## src/rtl/hazard_unit.sv

```systemverilog
// Hazard unit: operand forwarding, load-use stall and branch flush control
// backed by a small EX/MEM/WB scoreboard of register usage.
module hazard_unit (
    input  logic        clk,
    input  logic        rst,
    input  logic [4:0]  rs1_D,
    input  logic [4:0]  rs2_D,
    input  logic [4:0]  rd_D,
    input  logic        valid_D,
    input  logic        RegWrite_D,
    input  logic        Load_D,
    input  logic        PCSrc_E,
    output logic [1:0]  Forward_AE,
    output logic [1:0]  Forward_BE,
    output logic        Stall_F,
    output logic        Stall_D,
    output logic        Flush_D,
    output logic        Flush_E,
    output logic [15:0] stall_count
);

    logic [4:0]  rs1_e_q, rs1_e_d;
    logic [4:0]  rs2_e_q, rs2_e_d;
    logic [4:0]  rd_e_q, rd_e_d;
    logic        rw_e_q, rw_e_d;
    logic        ld_e_q, ld_e_d;
    logic [4:0]  rd_m_q;
    logic        rw_m_q;
    logic        ld_m_q;
    logic [4:0]  rd_w_q;
    logic        rw_w_q;
    logic [15:0] cnt_q, cnt_d;
    logic        lduse;

    assign lduse = valid_D && ld_e_q && (rd_e_q != 5'd0) &&
                   ((rd_e_q == rs1_D) || (rd_e_q == rs2_D));

    always_comb begin
        Stall_F = 1'b0;
        Stall_D = 1'b0;
        Flush_D = 1'b0;
        Flush_E = 1'b0;
        if (!rst) begin
            // A taken branch discards the stalled consumer anyway.
            if (PCSrc_E) begin
                Flush_D = 1'b1;
                Flush_E = 1'b1;
            end else if (lduse) begin
                Stall_F = 1'b1;
                Stall_D = 1'b1;
                Flush_E = 1'b1;
            end
        end
    end

    function automatic logic [1:0] fwd_sel(input logic [4:0] rs);
        logic [1:0] sel;
        sel = 2'b00;
        if (rs != 5'd0) begin
            if (rw_m_q && !ld_m_q && (rd_m_q == rs))
                sel = 2'b10;
            else if (rw_w_q && (rd_w_q == rs))
                sel = 2'b01;
        end
        return sel;
    endfunction

    always_comb begin
        Forward_AE = 2'b00;
        Forward_BE = 2'b00;
        if (!rst) begin
            Forward_AE = fwd_sel(rs1_e_q);
            Forward_BE = fwd_sel(rs2_e_q);
        end
    end

    always_comb begin
        rs1_e_d = rs1_D;
        rs2_e_d = rs2_D;
        rd_e_d  = rd_D;
        rw_e_d  = RegWrite_D && valid_D;
        ld_e_d  = Load_D && valid_D;
        if (Flush_E) begin
            rs1_e_d = 5'd0;
            rs2_e_d = 5'd0;
            rd_e_d  = 5'd0;
            rw_e_d  = 1'b0;
            ld_e_d  = 1'b0;
        end
        cnt_d = cnt_q;
        if (Stall_D && (cnt_q != 16'hFFFF))
            cnt_d = cnt_q + 16'd1;
    end

    always_ff @(posedge clk) begin
        if (rst) begin
            rs1_e_q <= 5'd0;
            rs2_e_q <= 5'd0;
            rd_e_q  <= 5'd0;
            rw_e_q  <= 1'b0;
            ld_e_q  <= 1'b0;
            rd_m_q  <= 5'd0;
            rw_m_q  <= 1'b0;
            ld_m_q  <= 1'b0;
            rd_w_q  <= 5'd0;
            rw_w_q  <= 1'b0;
            cnt_q   <= 16'd0;
        end else begin
            rs1_e_q <= rs1_e_d;
            rs2_e_q <= rs2_e_d;
            rd_e_q  <= rd_e_d;
            rw_e_q  <= rw_e_d;
            ld_e_q  <= ld_e_d;
            rd_m_q  <= rd_e_q;
            rw_m_q  <= rw_e_q;
            ld_m_q  <= ld_e_q;
            rd_w_q  <= rd_m_q;
            rw_w_q  <= rw_m_q;
            cnt_q   <= cnt_d;
        end
    end

    assign stall_count = cnt_q;

endmodule

```

## config.mk

```make
export PLATFORM = sky130hd
export DESIGN_NAME = hazard_unit
export DESIGN_NICKNAME = d
export VERILOG_FILES = /design/src/rtl/hazard_unit.sv
export SDC_FILE = /design/constraint.sdc
export NUM_CORES = 1
export LEC_CHECK = 0
export ABC_AREA = 1
export BUFFER_PORTS_ARGS = -buffer_cell sky130_fd_sc_hd__buf_2
export CORE_ASPECT_RATIO = 0.75
export CORE_MARGIN = 3
export CORE_UTILIZATION = 40
export DETAILED_ROUTE_END_ITERATION = 8
export REMOVE_ABC_BUFFERS = 1
export SLEW_MARGIN = 10
export SYNTH_ARGS = -nofsm -noshare
export SYNTH_HDL_FRONTEND = slang
export SYNTH_SLANG_ARGS = --single-unit
export TNS_END_PERCENT = 30
```

## constraint.sdc

```tcl
create_clock -name clk -period 3.4 [get_ports clk]
set_input_delay 0.34 -clock clk [delete_from_list [all_inputs] [get_ports clk]]
set_output_delay 0.34 -clock clk [all_outputs]
set_load 0.02 [all_outputs]
```

**Word-level counts from Yosys, hierarchy flattened**

Cells that the tools add are included.

- Bits of input ports: 21
- Register bits: 46
- Output and inout bits: 24

- Multiplexer cells: 15
- Equality and inequality tests: 7
- Reduce and logical (&&, ||, !) cells: 17
- Add/sub/neg operators: 1

Operator list:

| kind | number |
|---|---|
| 5-bit == test | 6 |
| 16-bit by 1-bit adder with 16-bit output (second input constant) | 1 |
| 16-bit != test (second input constant) | 1 |
| 5-bit nonzero test | 3 |
| 2-bit 2-to-1 mux | 6 |
| 1-bit logical AND | 11 |
| 1-bit 2-to-1 mux | 9 |
| 2-bit OR reduction | 1 |
| 1-bit zero test | 1 |
| 1-bit logical OR | 1 |

**Longest topological paths before layout**

Gate-level depths: netlist (run 1).

- Word-level depth: 7
- Mapped depth: 11

**Worst setup path before layout (run 1)**

No wires, ideal clock.

- Path kind: input -> output
- From: in rst
- To: out Stall_F
- Data arrival time: 1.353 ns
- Slack: 1.707 ns
- Stages: 5
- Buffers on the path: 2
- Data required time: 3.060 ns
- Cell sequence: buf_4 nor2_2 nand3_4 inv_1 buf_4

- Longest elaborated chain between the ends: 1

RTL lines:

| item | line | source |
|---|---|---|
| start: declaration | 5 | `input logic rst,` |
| 1-bit 2-to-1 mux | n/a |  |
| end: declaration | 15 | `output logic Stall_F,` |

Every way passes these cells.

**Worst setup path in the final report (run 1)**

- From: reg rd_e_q[2]
- To: out Flush_E

- Longest elaborated chain between the ends: 6
- Elaborated cells between the ends (all ways): 9

RTL lines:

| item | line | source |
|---|---|---|
| start: declaration | 24 | `logic [4:0] rd_e_q, rd_e_d;` |
| start signal: assignment | 111 | `rd_e_q <= rd_e_d;` |
| 5-bit == test or 5-bit nonzero test (tied branches) | 36, 35 |  |
| 1-bit logical OR or 1-bit logical AND (tied branches) | 36, 35 |  |
| 1-bit logical AND * | 35 | `assign lduse = valid_D && ld_e_q && (rd_e_q != 5'd0) &&` |
| 1-bit 2-to-1 mux * | 48 | `end else if (lduse) begin` |
| 1-bit 2-to-1 mux * | 45 | `if (PCSrc_E) begin` |
| 1-bit 2-to-1 mux * | 43 | `if (!rst) begin` |
| end: declaration | 18 | `output logic Flush_E,` |

Every way passes the cells marked *; elsewhere a longest branch is shown, timed or not.

==> summary.txt, run 1 <==
Run status
  • Status: finished, final reports clean

Floorplanning
  • Die area: 0.00670 mm²
  • Die H: 71.7 µm
  • Initial Util: 0.423
  • Die Span X: 93.5 µm
  • Num rows: 23
  • CORE AREA: 0.00544 mm²
  • I/O Pins: 45

Timing
  • Final hold vios: 0
  • Tcrit/Tclk final: 0.602
  • Max-slew headroom: 0.656
  • Hold_ws: 253 ps
  • TNS Setup: 0 ps
  • Final setup viols: 0
  • Clock Skew: 6.59 ps
  • Final Max Slew Viols: 0
  • Worst Tran Pin Value: 515 ps
  • Final Critical Period: 2050 ps
  • RSZ-0062 raised after global routing: false
  • F_max: 489 MHz

Pwr
  • Power, Total: 0.000960 W
  • Leakage power: 1.31 nW
  • Switching share of power: 0.246
  • Clock Power Share: 0.329
  • Net switching power: 0.000236 W
  • Cell-internal power: 0.000724 W
  • Flop pwr share: 0.584
  • Pwr per Cell Area: 361 mW/mm²
  • Comb pwr share: 0.088
  • Peak supply drop: 0.242 mV

Synth
  • Post-Synthesis Cell Area: 0.00230 mm²
  • Ys flop type: dfxtp_1
  • Mux contribution to synthesized area: 0
  • Synth top cells by count: nor2_1 (79), nand2_1 (74), inv_1 (51)
  • Seq/Total Area, Yosys: 0.401
  • Yosys reg bits: 46
  • Async SR Flop Fraction: 0
  • Synth Area in Adders: 0.00544
  • YS warnings: 0
  • Main combinational cell family by area after synthesis: simple AND/OR/NAND/NOR gates
  • Post-synth top area cell: dfxtp_1
  • Top-area cell type share of the netlist area: 0.401
  • Synth area leaders: dfxtp_1 (40%), nor2_1 (13%), nand2_1 (12%), inv_1 (8.3%), nor2_2 (3.3%)
  • Average size of a mapped cell: 6.78 µm²
  • Cells after Synth: 339
  • Fraction of the mapped netlist area in compound gates: 0.0566
  • Simple-gate portion of the synthesized area: 0.389
  • Most numerous cell in the Yosys netlist: nor2_1
  • Number of synthesized flops with an enable pin: 0
  • XOR/XNOR share of the synthesized area: 0.0419
  • Synth cell types: 31

Final layout
  • Ant diodes: 0
  • Multi-input logic area: 0.00113 mm²
  • Share of cells above drive strength 1: 0.192
  • Register area: 921 µm²
  • Layout net count: 407
  • Fill cells: 587
  • Area grow syn2layout: 15.7%
  • Final core utilization: 0.489
  • Non-Filler Instances: 460

Routing
  • # DRC: 0
  • Post-DRT Antenna Nets: 0
  • Routed wire length per instance: 10.6 µm
  • Pre-antenna DRT Iters: 4
  • Vias: 2,038
  • Via density: 4.43
  • 1st-iter DRT viols: 96
  • Wirelength, routed: 4870 µm

Hold path
  • Hold Startpoint: rd_D[3]
  • Hold Path Class: input port to register

CTS
  • CTS resizes: 0
  • Clock root cell: clkbuf_8
  • CTS Sinks: 46
  • Total CTS buffers: 5
  • Worst-path clk slew: 80 ps
  • Setup bufs post-CTS: 0
  • Clock Path Buffers: 2
  • Clock latency on the worst-skew pair: 290 ps
  • CTS tree: done
  • Hold_buf cts: 0
  • H-tree depth: 2

Critical path
  • Critical path launch point type: register
  • Crit. End Element: primary output
  • Critical Path Max Stage Delay: 370 ps
  • Crit path top cell by count: nand2_1
  • Critical-path maximum fanout: 6
  • R2R Path Start: stall_count[0]
  • Critical path data arrival time: 1710 ps
  • WS Path Type: register to primary output
  • Critical Path Start: rd_e_q[2]
  • Req. time, crit path: 3060 ps
  • Slowest CP cell: dfxtp_1
  • Critical-path cell list: inv_2, nand2_1, nand2_1, nor2_1, nand3_2, nand2_4, nand2_1, a21oi_1, buf_2

GRT
  • Wire length of the first global-routing pass: 8070 µm
  • Grt ovf: 0
  • Total GRT Usage: 0.153
  • Pin count of the biggest net entering global routing: 20
  • Initial antenna violation count: 0
  • Number of global-route vias before repair: 1,750

Placed design
  • Placed cells: 453
  • DPL Wire Length: 3830 µm
  • Final GP Congestion: 0.914
  • Port Buf Inserts: 44

Run
  • Max-cap violations: 0
## critical path, delay by kind of cell, from the launching register on
family | cells | cell delay, ps
AO/OA/AOI/OAI | 1 | 200
buffers and inverters | 2 | 270
flip-flops | 1 | 370
AND/OR/NAND/NOR | 6 | 590
## final cells by class
type	instances	share of cell area
clock inverter	1	0.00282
timing repair buffer	44	0.0828
sequential	46	0.346
tap	75	0.0353
multi-input combinational	232	0.426
clock buffer	6	0.0273
inverter	56	0.0791
## worst paths after layout
| check | endpoint | slack [ps] | cells after the start |
|---|---|---|---|
| worst min-delay path | rd_e_q[3] | 250 | 3 |
| worst max-delay path | Flush_E | 1350 | 9 |
| worst min register to register | rw_m_q | 420 | 2 |
| worst max register to register | stall_count[8] | 1770 | 10 |
## logic make-up (layout without fill, tap and decap cells)
logic type | count (synthesis) | count (layout)
buf+inv | 61 | 107
fa+ha+maj | 1 | 1
compound gates | 23 | 23
simple gates | 197 | 197
flops | 46 | 46
xor+xnor | 11 | 11
## routing by layer
| layer | part of all wire | up-vias | wire length [µm] | track usage |
|---|---|---|---|---|
| met4 | 0.0070 | 0 | 34 | 0.0385 |
| met2 | 0.38 | 38 | 1870 | 0.200 |
| met5 | 0 | - | 0 | 0 |
| met1 | 0.57 | 871 | 2760 | 0.245 |
| met3 | 0.044 | 2 | 214 | 0.0367 |
| li1 | - | 1127 | - | - |
## cells in the final DEF, fill, tap and decap left out, types with 2 or more instances in the layout
cell	synthesis	routed
a211oi_1	3	3
a21oi_1	8	8
buf_2	0	44
clkbuf_8	0	5
dfxtp_1	46	46
inv_1	51	51
inv_2	4	4
nand2_1	74	74
nand3_1	9	9
nand3_2	2	2
nand4_1	10	10
nand4_4	2	2
nor2_1	79	79
nor2_2	12	12
nor3_1	3	3
o21ai_0	4	4
o21ai_1	2	2
o22ai_1	5	5
xnor2_1	6	6
xor2_1	5	5
## stage by stage
stage          worst slack, ps  area [µm²]
6_report                  1350        2660
3_3_place_gp              1410        2580
2_1_floorplan             1810        2260
5_1_grt                   1180        2660
3_5_place_dp              1350        2580
4_1_cts                   1350        2660
## flip-flops by register name (all words and copies together), names as in the netlist
signal       cells
rs2_e_q          5
rw_e_q           1
ld_m_q           1
rd_w_q           5
rd_m_q           5
stall_count     16
rw_w_q           1
ld_e_q           1
rw_m_q           1
rd_e_q           5
rs1_e_q          5
## power by group through the flow
| stage | clock network (W) | logic (W) | registers, W |
|---|---|---|---|
| after floorplan | 0 | 0.0000558 | 0.000569 |
| after global placement | 0 | 0.0000835 | 0.000573 |
| after detailed placement | 0 | 0.0000841 | 0.000573 |
| after CTS | 0.000324 | 0.0000844 | 0.000560 |
| after global routing | 0.000352 | 0.0000960 | 0.000562 |
| final | 0.000315 | 0.0000842 | 0.000560 |
No activity file was read; power rests on OpenSTA's default activity.
==> run 2: changes to the inputs <==
ABC_AREA = 0   (was 1)
clock period = 1.8 ns   (was 3.4 ns; I/O delays follow)
==> run 2 against run 1 <==
Net effect:
- non-clock buffer count is 36 higher
- die area is 6.1% lower
- largest cell class unchanged
- clock power is 100% higher
- clock skew hardly changed
- worst setup slack worse by 1500 ps
- critical endpoint is now Forward_BE[1]
- the run now ends with setup timing left
==> summary.txt, run 2 <==
Placed design
  • DPL Wire Length: 3810 µm
  • Final GP Congestion: 0.826
  • Port Buf Inserts: 44
  • Placement Cell Area: 0.00265 mm²

Routing
  • Vias: 1,966
  • Pre-antenna DRT Iters: 4
  • 1st-iter DRT viols: 108
  • # DRC: 0
  • Via density: 5.09
  • Post-DRT Antenna Nets: 0
  • Routed wire length per instance: 14.9 µm
  • Wirelength, routed: 5730 µm

Final layout
  • Most common cell after layout, fill and taps aside: buf_2
  • Layout net count: 335
  • Share of cells above drive strength 1: 0.500
  • Area grow syn2layout: 50.9%
  • Ant diodes: 0
  • Max reg flops: 16
  • Most frequent cells in the layout: buf_2 (39), dfxtp_1 (35), buf_4 (33), nor2b_1 (16), and2_1 (15)
  • Fin area: 0.00324 mm²
  • Fill cells: 404

CTS
  • Total CTS buffers: 5
  • CTS tree: done
  • Clock latency on the worst-skew pair: 290 ps
  • Clock root cell: clkbuf_8
  • H-tree depth: 2
  • Worst-path clk slew: 90 ps
  • CTS Sinks: 46
  • Clock Path Buffers: 2
  • Hold_buf cts: 0

Floorplanning
  • Num rows: 22
  • Die H: 69.5 µm
  • CORE AREA: 0.00504 mm²
  • I/O Pins: 45
  • Die area: 0.00629 mm²
  • Die Span X: 90.6 µm
  • Initial Util: 0.426

Hold path
  • Hold Path Class: input port to register

Synth
  • YS warnings: 0
  • Number of synthesized flops with an enable pin: 0
  • Synth cell types: 40
  • Most numerous cell in the Yosys netlist: dfxtp_1
  • Async SR Flop Fraction: 0
  • Cells after Synth: 232
  • Seq/Total Area, Yosys: 0.429
  • Post-synth top area cell: dfxtp_1
  • Post-Synthesis Cell Area: 0.00215 mm²
  • Average size of a mapped cell: 9.25 µm²
  • Top-area cell type share of the netlist area: 0.429
  • Yosys reg bits: 46
  • Synth top cells by count: dfxtp_1 (46), xnor2_1 (26), nor2b_1 (16)
  • Ys flop type: dfxtp_1
  • Synth area leaders: dfxtp_1 (43%), xnor2_1 (11%), nor2b_1 (4.7%), and2_1 (4.4%), or4_1 (3.8%)

Timing
  • Final Critical Period: 1970 ps
  • Final hold vios: 0
  • Hold_ws: 77.5 ps
  • Final setup viols: 13
  • Max-slew headroom: 0.742
  • F_max: 509 MHz
  • Clock Skew: 6.60 ps
  • RSZ-0062 raised after global routing: true
  • Worst Tran Pin Value: 386 ps
  • Tcrit/Tclk final: 1.09
  • PnR worst setup slack: -166 ps
  • Final Max Slew Viols: 0

GRT
  • Pin count of the biggest net entering global routing: 25
  • Grt ovf: 0
  • Initial antenna violation count: 0
  • Number of global-route vias before repair: 1,817
  • Total GRT Usage: 0.174
  • Wire length of the first global-routing pass: 8890 µm

Critical path
  • Req. time, crit path: 1620 ps
  • R2R cell count: 5
  • WS Path Type: register to primary output
  • R2R Path Start: rd_e_q[0]
  • Critical path launch point type: register
  • Critical-path maximum fanout: 2
  • Crit path to: Forward_BE[1]
  • Critical path data arrival time: 1790 ps
  • Worst R2R Setup Slack: -70 ps
  • Crit. End Element: primary output
  • Reg-to-Reg End: stall_count[13]
  • Critical Path Start: rd_m_q[2]

Pwr
  • Peak supply drop: 0.447 mV
  • Power, Total: 0.00196 W
  • Pwr per Cell Area: 605 mW/mm²
  • Leakage power: 1.23 nW

Run status
  • Status: complete, but fails checks
  • Failing checks: setup timing

Run
  • Max-cap violations: 0
run 2: worst min path at each step:
stage	start	endpoint	slack, ps	depth (start not counted)
floorplan	rst	stall_count[0]	250	1
global placement	rd_D[0]	rd_e_q[0]	380	2
detailed placement	rd_D[4]	rd_e_q[4]	380	2
CTS	rd_D[4]	rd_e_q[4]	80	2
global route	rd_D[1]	rd_e_q[1]	80	2
finish	rd_D[3]	rd_e_q[3]	80	2
run 2: critical path, stage by stage (launching register included):
cell	delay, ps
dfxtp_2	330
xor2_1	170
a221oi_2	170
nand3_1	120
a2111oi_2	240
buf_4	170
nor3b_2	140
buf_4	160
run 2: cell families after synthesis:
logic type | count (synthesis) | synth area share
AND/OR/NAND/NOR | 107 | 0.285
multiplexers | 5 | 0.0274
AO/OA/AOI/OAI | 29 | 0.101
flip-flops | 46 | 0.429
buffers and inverters | 16 | 0.0373
adder cells (fa/ha/maj) | 1 | 0.00583
XOR/XNOR | 28 | 0.114
run 2: metrics by stage:
stage	instances	worst slack [ps]	util	setup TNS, ps
floorplan	223	-237	-	-1930
global placement	372	-190	0.526	-395
detailed placement	372	-155	0.526	-445
CTS	383	-238	0.572	-1050
global route	386	-266	0.643	-2760
finish	386	-166	0.643	-782
run 2: repair_timing:
| item | 4_1_cts | 5_1_grt |
|---|---|---|
| gates resized for setup | 26 | 65 |
| cloned | 2 | 1 |
| pin swaps | 7 | 25 |
| setup endpoints to repair | 20 | 40 |
| setup buffers | 1 | 2 |
run 2: per-layer routing:
layer	GRT usage	vias up	part of all wire
met1	0.255	907	0.49
met2	0.251	59	0.44
met3	0.0499	9	0.058
met4	0.0424	0	0.0098
li1	-	991	-
met5	0	-	0
run 2: power breakdown:
part	total [W]	switching (W)	leakage, nW	internal (W)
Sequential	0.00106	0.0000278	0.379	0.00104
Clock	0.000643	0.000333	0.0482	0.000310
Combinational	0.000255	0.000126	0.801	0.000129
Total	0.00196	0.000486	1.23	0.00147
run 2: area by class of cell:
| cell class | count | area [µm²] | area share |
|---|---|---|---|
| clock buffer | 7 | 86.3 | 0.0266 |
| inverter | 7 | 26.3 | 0.00811 |
| tap | 72 | 90.1 | 0.0278 |
| multi-input combinational | 173 | 1560 | 0.480 |
| clock inverter | 1 | 5.00 | 0.00154 |
| timing repair buffer | 80 | 533 | 0.164 |
| sequential | 46 | 945 | 0.292 |
==> run 3: changes to the inputs <==
--- a/config.mk
+++ b/config.mk
@@ -11,4 +11,5 @@
 export CORE_MARGIN = 3
 export CORE_UTILIZATION = 40
+export CTS_CLUSTER_SIZE = 30
 export DETAILED_ROUTE_END_ITERATION = 8
 export REMOVE_ABC_BUFFERS = 1
==> constraint.sdc (replaced) <==
create_clock -name clk -period 1.8 [get_ports clk]
set_input_delay 0.18 -clock clk [delete_from_list [all_inputs] [get_ports clk]]
set_output_delay 0.18 -clock clk [all_outputs]
set_load 0.005 [all_outputs]
==> run 3 against run 2 <==
Net effect:
- the run still ends with setup timing left
- hold slack worse by 10 ps
- sequential power hardly changed
- clock skew is 0.57 ps higher
- flip-flop and latch count stayed put
- final cell count down 1.3%
- first-iteration DRC count shrank 24%
- clock power increased by 24%
- clock-buffer cell count down 2
- design area down 2.6%
- utilization is 1.7 points lower
- critical path type unchanged
- largest power group unchanged
- highest routed layer unchanged
==> summary.txt, run 3 (same netlist as run 2, synthesis figures left out) <==
Timing
  • TNS Setup: -1090 ps
  • Worst Tran Pin Value: 411 ps
  • Max-slew headroom: 0.726
  • Hold_ws: 67.2 ps
  • Final setup viols: 13
  • RSZ-0062 raised after global routing: true
  • Final Critical Period: 1980 ps
  • F_max: 504 MHz
  • Final Max Slew Viols: 0
  • Final hold vios: 0
  • PnR worst setup slack: -182 ps
  • Clock Skew: 7.17 ps
  • Tcrit/Tclk final: 1.10

Floorplanning
  • I/O Pins: 45
  • Die area: 0.00629 mm²
  • Num rows: 22
  • Die Span X: 90.6 µm
  • Die H: 69.5 µm
  • CORE AREA: 0.00504 mm²
  • Initial Util: 0.426

Final layout
  • Max reg flops: 16
  • Most common cell after layout, fill and taps aside: buf_2
  • Layout net count: 330
  • Most frequent cells in the layout: buf_2 (44), dfxtp_1 (36), buf_4 (29), xnor2_1 (16), nor2b_1 (16)
  • Share of cells above drive strength 1: 0.450
  • Ant diodes: 0
  • Non-Filler Instances: 381
  • Area grow syn2layout: 47.0%

Placed design
  • Placed cells: 364
  • Place WS: -108 ps
  • Port Buf Inserts: 44
  • DPL Wire Length: 3660 µm
  • Final GP Congestion: 0.786

Critical path
  • Critical path launch point type: register
  • Critical-path maximum fanout: 2
  • Req. time, crit path: 1620 ps
  • Critical-path cell list: xor2_1, a221oi_2, nand3_1, a2111oi_4, buf_4, nor3b_2, buf_2
  • WS Path Type: register to primary output
  • Buf/Inv on CP: 2
  • Critical Path Max Stage Delay: 330 ps
  • Reg-to-Reg End: stall_count[1]
  • Crit. End Element: primary output
  • Critical path data arrival time: 1800 ps
  • R2R cell count: 7
  • Delay-heaviest family, CP: compound AO/OA/AOI/OAI gates
  • Slowest CP cell: dfxtp_2
  • Worst R2R Setup Slack: -140 ps
  • R2R Path Start: rd_e_q[0]

CTS
  • CTS tree: done
  • Worst-path clk slew: 90 ps
  • Total CTS buffers: 5
  • CTS Sinks: 46
  • Hold_buf cts: 0
  • Clock Path Buffers: 2
  • Clock latency on the worst-skew pair: 300 ps
  • Clock root cell: clkbuf_8
  • H-tree depth: 2

Pwr
  • Switching share of power: 0.247
  • Pwr per Cell Area: 667 mW/mm²
  • Comb pwr share: 0.115
  • Peak supply drop: 0.360 mV
  • Power, Total: 0.00210 W
  • Flop pwr share: 0.505
  • Net switching power: 0.000520 W
  • Leakage power: 1.22 nW
  • Cell-internal power: 0.00159 W
  • Clock Power Share: 0.379

Hold path
  • Hold Path Class: input port to register
  • Hold depth: 2
  • WHS Endpoint: rd_e_q[1]
  • Hold Startpoint: rd_D[1]

GRT
  • Number of global-route vias before repair: 1,791
  • Initial antenna violation count: 0
  • Grt ovf: 0
  • Total GRT Usage: 0.171
  • Wire length of the first global-routing pass: 8720 µm
  • Pin count of the biggest net entering global routing: 39

Routing
  • Via density: 5.01
  • # DRC: 0
  • Post-DRT Antenna Nets: 0
  • Pre-antenna DRT Iters: 4
  • Routed wire length per instance: 14.5 µm
  • Wirelength, routed: 5520 µm
  • Vias: 1,908
  • 1st-iter DRT viols: 82

Run status
  • Failing checks: setup timing
  • Status: complete, but fails checks

Run
  • Max-cap violations: 0
## run 3: changes by cell type in the layout (fill, tap and decap cells not counted), moves of 3 or more
cell and change:
buf_2 +5, buf_4 -4, buf_6 -8, o31ai_1 +3, buf_12 +3
## run 3: metrics by stage
step           utilization  cell area, µm²
6_report             0.627            3160
5_1_grt              0.627            3160
4_1_cts              0.574            2890
3_5_place_dp         0.519            2620
3_3_place_gp         0.519            2620
2_1_floorplan            -            2090
## run 3: repair_timing
item	in CTS	in global routing
pin swaps	13	16
endpoints found under the setup margin	20	39
setup buffers	2	5
endpoints found under the hold margin	0	0
resized for setup	27	37
cloned	2	0
## run 3: final cells by class
| cell class | count | area, µm² |
|---|---|---|
| clock buffers | 5 | 68.8 |
| clock inverters | 3 | 47.5 |
| fillers | 422 | 1880 |
| inverters | 7 | 26.3 |
| multi-input cells | 172 | 1490 |
| flip-flops and latches | 46 | 941 |
| well taps | 72 | 90.1 |
| repair buffers | 76 | 498 |
## run 3: how the worst max path moves through the flow
| stage | start | endpoint | slack, ps | cells after the start |
|---|---|---|---|---|
| final | rs2_e_q[2] | Forward_BE[1] | -180 | 7 |
| after global placement | rd_m_q[2] | Forward_BE[1] | -160 | 7 |
| after floorplan | stall_count[0] | stall_count[1] | -100 | 6 |
| after CTS | rs2_e_q[2] | Forward_BE[1] | -200 | 7 |
| after global routing | rs2_e_q[2] | Forward_BE[1] | -300 | 7 |
| after detailed placement | rd_e_q[1] | stall_count[13] | -110 | 5 |
## run 3: metal layers
| layer | vias to the layer above | wire, µm | global-route usage |
|---|---|---|---|
| met5 | - | 0 | 0 |
| met4 | 0 | 77 | 0.0577 |
| met3 | 7 | 298 | 0.0434 |
| met2 | 57 | 2250 | 0.240 |
| met1 | 868 | 2900 | 0.251 |
| li1 | 976 | - | - |
## run 3: power by group through the flow
stage               sequential [W]  clock, W  combinational [W]
finish                     0.00106  0.000798           0.000243
global route               0.00107  0.000870           0.000264
CTS                        0.00106  0.000818           0.000187
detailed placement         0.00108         0           0.000163
global placement           0.00108         0           0.000160
floorplan                  0.00108         0          0.0000862
